==> src/rtl/arith_pkg.sv <==
// Shared types and constants for the multi-cycle arithmetic stage.
package arith_pkg;

  typedef enum logic [1:0] {
    IDLE = 2'd0,
    RUN  = 2'd1,
    DONE = 2'd2
  } state_t;

  localparam int WIDTH_C = 32;
  localparam int CNT_W   = $clog2(WIDTH_C);
  localparam int PROD_W  = 2 * WIDTH_C;

  function automatic logic is_zero(input logic [WIDTH_C-1:0] v);
    return (v == '0);
  endfunction

endpackage

==> src/rtl/adder32.sv <==
// 32-bit ripple-style adder with carry in/out, used as the multiplier's step adder.
module adder32 (
  input  logic [31:0] a,
  input  logic [31:0] b,
  input  logic        cin,
  output logic [31:0] sum,
  output logic        cout
);

  assign {cout, sum} = {1'b0, a} + {1'b0, b} + {32'd0, cin};

endmodule

==> src/rtl/mult32_seq.sv <==
// Sequential unsigned 32x32->64 shift-add multiplier, one multiplier bit per clock,
// with valid/ready handshakes on operand and product sides.
module mult32_seq
  import arith_pkg::*;
#(
  parameter int WIDTH     = 32,
  parameter bit EARLY_OUT = 1'b1
) (
  input  logic               clk,
  input  logic               rst_n,
  input  logic               in_valid,
  output logic               in_ready,
  input  logic [WIDTH-1:0]   mcand,
  input  logic [WIDTH-1:0]   mplier,
  output logic               out_valid,
  input  logic               out_ready,
  output logic [2*WIDTH-1:0] product,
  output logic               busy
);

  generate
    if (WIDTH != WIDTH_C) begin : g_bad_width
      $error("mult32_seq: WIDTH must be 32 to match adder32");
    end
  endgenerate

  state_t           state, state_nxt;
  logic [WIDTH-1:0] m, p_hi, p_lo;
  logic [CNT_W-1:0] cnt;
  logic             armed;
  logic             accept, early, last_step;
  logic [WIDTH-1:0] add_b, sum;
  logic             cout;

  assign add_b = p_lo[0] ? m : '0;

  adder32 u_add (
    .a   (p_hi),
    .b   (add_b),
    .cin (1'b0),
    .sum (sum),
    .cout(cout)
  );

  // armed holds in_ready low until the first edge after reset release
  always_ff @(posedge clk or negedge rst_n) begin
    if (!rst_n) begin
      state <= IDLE;
      armed <= 1'b0;
    end else begin
      state <= state_nxt;
      armed <= 1'b1;
    end
  end

  always_comb begin
    state_nxt = state;
    in_ready  = 1'b0;
    out_valid = 1'b0;
    busy      = 1'b0;
    accept    = 1'b0;
    early     = 1'b0;
    last_step = 1'b0;
    case (state)
      IDLE: begin
        in_ready = armed;
        accept   = in_valid && armed;
        early    = EARLY_OUT && (is_zero(mcand) || is_zero(mplier));
        if (accept) state_nxt = early ? DONE : RUN;
      end
      RUN: begin
        busy      = 1'b1;
        last_step = (cnt == CNT_W'(WIDTH - 1));
        if (last_step) state_nxt = DONE;
      end
      DONE: begin
        out_valid = 1'b1;
        if (out_ready) state_nxt = IDLE;
      end
      default: state_nxt = IDLE;
    endcase
  end

  // The adder carry becomes the new top bit of P_hi; the whole 65-bit value shifts right by one.
  always_ff @(posedge clk or negedge rst_n) begin
    if (!rst_n) begin
      m    <= '0;
      p_hi <= '0;
      p_lo <= '0;
      cnt  <= '0;
    end else if (accept) begin
      m    <= mcand;
      p_hi <= '0;
      p_lo <= early ? '0 : mplier;
      cnt  <= '0;
    end else if (busy) begin
      p_hi <= {cout, sum[WIDTH-1:1]};
      p_lo <= {sum[0], p_lo[WIDTH-1:1]};
      cnt  <= cnt + 1'b1;
    end
  end

  assign product = {p_hi, p_lo};

endmodule

==> config.mk <==
export PLATFORM = sky130hd
export DESIGN_NAME = mult32_seq
export DESIGN_NICKNAME = d
export VERILOG_FILES = /design/src/rtl/arith_pkg.sv /design/src/rtl/adder32.sv /design/src/rtl/mult32_seq.sv
export SDC_FILE = /design/constraint.sdc
export NUM_CORES = 1
export LEC_CHECK = 0
export BUFFER_PORTS_ARGS = -buffer_cell sky130_fd_sc_hd__buf_2
export CAP_MARGIN = 20
export CORE_ASPECT_RATIO = 1.5
export CORE_UTILIZATION = 42
export CTS_BUF_LIST = sky130_fd_sc_hd__clkbuf_4
export DETAILED_ROUTE_END_ITERATION = 16
export PLACE_DENSITY = 0.62
export SYNTH_ARGS = -nofsm -noshare
export SYNTH_HDL_FRONTEND = slang
export SYNTH_HIERARCHICAL = 1
export SYNTH_SLANG_ARGS = --single-unit
==> constraint.sdc <==
create_clock -name clk -period 3.7 [get_ports clk]
set_clock_uncertainty 0.05 [all_clocks]
set_input_delay 0.74 -clock clk [delete_from_list [all_inputs] [get_ports clk]]
set_output_delay 0.74 -clock clk [all_outputs]
set_load 0.01 [all_outputs]
==> impl_metrics.tcl <==
set metrics [dict create \
    synth_area_leaders "dfrtp_1 39%, nand2_1 11%, ha_1 6.3%, mux2i_1 5.0%, o21ai_0 3.9%" \
    synth-compound-area-share_pct 19.5 \
    dr.pass1.iters 5 \
    instances_no_fill 1061 \
    syn_inst 736 \
    synth_fp_nets 839 \
    dp_hpwl_um 13600 \
    grt_setup_unrepaired "no" \
    htreeDepth 3 \
    critPathKind "reg2reg" \
    rows 55 \
    grt_pass1_wl_um 29500 \
    critPathLaunchType "flip-flop" \
    drt-total-wl_um 18100 \
    cts_buffer_depth 2 \
    die_w_um 104 \
    synth-simple-area-share_pct 22.1 \
    finalMaxSlewViolations 0 \
    drt_iter0_drc 249 \
    cts.root.buffer_cell "clkbuf_4" \
    synth.avg_cell_area_um2 8.97 \
    synth-seq-cells 104 \
    worst-slew-pin-transition_ps 757 \
    fin_crit_sh_pct 93.4 \
    ioPinCount 135 \
    initial_core_util_pct 43.4 \
    synth-edff-count 0 \
    synth_flop_cell "dfrtp_1" \
    peakVddDrop_uv 400 \
    required_ps 4030 \
    clk_pin_slew_ps 170 \
    drt.antenna.violating_nets 0 \
    worst_path_max_delay_cell "fa_1" \
    crit_family "compound AO/OA/AOI/OAI gates" \
    area_growth_pct 15.0 \
    maxSlewHeadroom_pct 49.5 \
    synth_cell_type_count 63 \
    grt_max_degree 48 \
    yosysSeqAreaShare_pct 39.4 \
    hold_violations 0 \
    grt.total_usage_pct 22.9 \
    crit_path_frequent_cell "fa_1" \
    post_drt_wl_per_cell_um 17.0 \
    synthArstFlopShare_pct 100 \
    postCtsSetupRepairBufs 0 \
    finalSetupTns_ps 0 \
    drc_errors 0 \
    synth-xor-area-share_pct 3.32 \
    cts_buffers 9 \
    critical_path.max_fanout 4 \
    dieArea_mm2 0.0162 \
    clk_latency_ps 490 \
    utilization_pct 49.9 \
    grt-ovfl-total 0 \
    place.gp.congestion 0.909 \
    synth_top_cell_by_area "dfrtp_1" \
    vias 5884 \
    arrival_ps 3790 \
    p_per_area_mw_per_mm2 870 \
    synth-adder-area-share_pct 6.86 \
    outcome "completed" \
    cts_tree "done" \
    place_inst 1044 \
    drv_cap 0 \
    synth.top_cell.area_share_pct 39.4 \
    cp_num_buf_inv 0 \
    fin_nets 959 \
    min_path_type "in2async" \
    setup_viol 0 \
    finalPower_w 0.00661 \
    hold_ws_ps 181 \
    synth_commonest_cells "189 x nand2_1, 104 x dfrtp_1, 51 x o21ai_0" \
    die_y_um 156 \
    post_cts_resized 0 \
    leakagePower_nw 3.70 \
    max_stage_delay_ps 450 \
    portBuffers 134 \
    synth_top_family_by_area "simple AND/OR/NAND/NOR gates" \
    drive_gt1_share_pct 21.7 \
    yosys-mux-area-fraction_pct 5.00 \
    crit_chain "and2_1 > fa_1 > fa_1 > a21oi_1 > o32ai_1 > o211ai_2 > a2111oi_2 > o21bai_1 > nor4bb_1 > nor3b_1 > nand2_1 > o21ai_0" \
    yosys_warnings 6 \
    hold_buffers 0 \
    first_global_vias 6018 \
    core-area_mm2 0.0152 \
    fmax_ghz 0.289 \
    syn_area_mm2 0.00660 \
    cts_sinks 104 \
    antenna_found_initial 1 \
    period_needed_ps 3460 \
    critPathCaptureType "flip-flop" \
    vias_per_cell 5.55 \
    synth.most_common_cell "nand2_1" \
]
report_power, final:
group	leakage (nW)	internal [W]	switching [W]
Sequential	1.28	0.00169	0.000421
Combinational	2.32	0.00155	0.00224
Clock	0.0894	0.000282	0.000419
logic make-up (layout without fill, tap and decap cells):
kind of cell / Yosys count / count (layout)
AO/OA/AOI/OAI: 180 / 180
buffers and inverters: 46 / 171
other: 2 / 3
AND/OR/NAND/NOR: 311 / 311
adder cells (fa/ha/maj): 35 / 35
XOR/XNOR: 25 / 25
multiplexers: 33 / 33
flip-flops: 104 / 104
worst paths after layout:
path,cells after the start,start,to,slack [ps]
setup / recovery,12,p_lo[0],p_hi[19],240
hold / removal,1,rst_n,p_hi[4],180
setup reg to reg,12,p_lo[0],p_hi[19],240
hold reg to reg,2,m[23],m[23],440
max in group asynchronous,2,rst_n,p_lo[4],2630
min in group clk,3,mcand[26],m[26],390
metrics by stage:
| step | area (um2) | worst slack, ps |
|---|---|---|
| after global routing | 7590 | 9.82 |
| after CTS | 7590 | 366 |
| final | 7590 | 243 |
| after floorplan | 6600 | 656 |
| after detailed placement | 7430 | 393 |
| after global placement | 7430 | 504 |
worst register-to-register path, delay by kind of cell (launching register included):
family                   cells  cell delay [ps]
AO/OA/AOI/OAI                6             1280
adder cells (fa/ha/maj)      2              890
AND/OR/NAND/NOR              4              730
flip-flops                   1              410
cell type report:
type	instances	area, um2
clock buffers	9	67.6
multi-input cells	586	3780
flip-flops and latches	104	2600
inverters	9	33.8
repair buffers	146	763
fillers	1521	7610
diodes	1	2.50
well taps	199	249
clock inverters	7	98.8
cell usage in the layout, fill, tap and decap left out, drive strengths merged, types with 3 or more instances in the layout:
cell type,netlist,routed
nand2,192,192
buf,23,146
dfrtp,104,104
o21ai,60,60
a21oi,34,34
and2,33,33
mux2i,33,33
ha,33,33
o2bb2ai,32,32
nor2,22,22
nor4,16,16
xor2,15,15
a21o,13,13
inv,8,12
xnor2,10,10
nand4,10,10
clkbuf,14,9
nor3,7,7
o21bai,7,7
nand3,6,6
a211oi,6,6
and3,5,5
or3,5,5
o211ai,5,5
and4,4,4
o21a,4,4
a22oi,3,3
a211o,3,3
o31ai,3,3
a2111oi,3,3
registers in the layout, summed over array words and instances (netlist names):
register / cells
state: 2
m: 32
p_lo: 32
armed: 1
cnt: 5
p_hi: 32
routing by layer:
metal	global-route usage, %	wire length (um)
met1	25.1	7210
met2	42.6	9360
met3	4.14	928
met4	10.7	573
met5	0	0
Power figures use the tool's default switching activity.
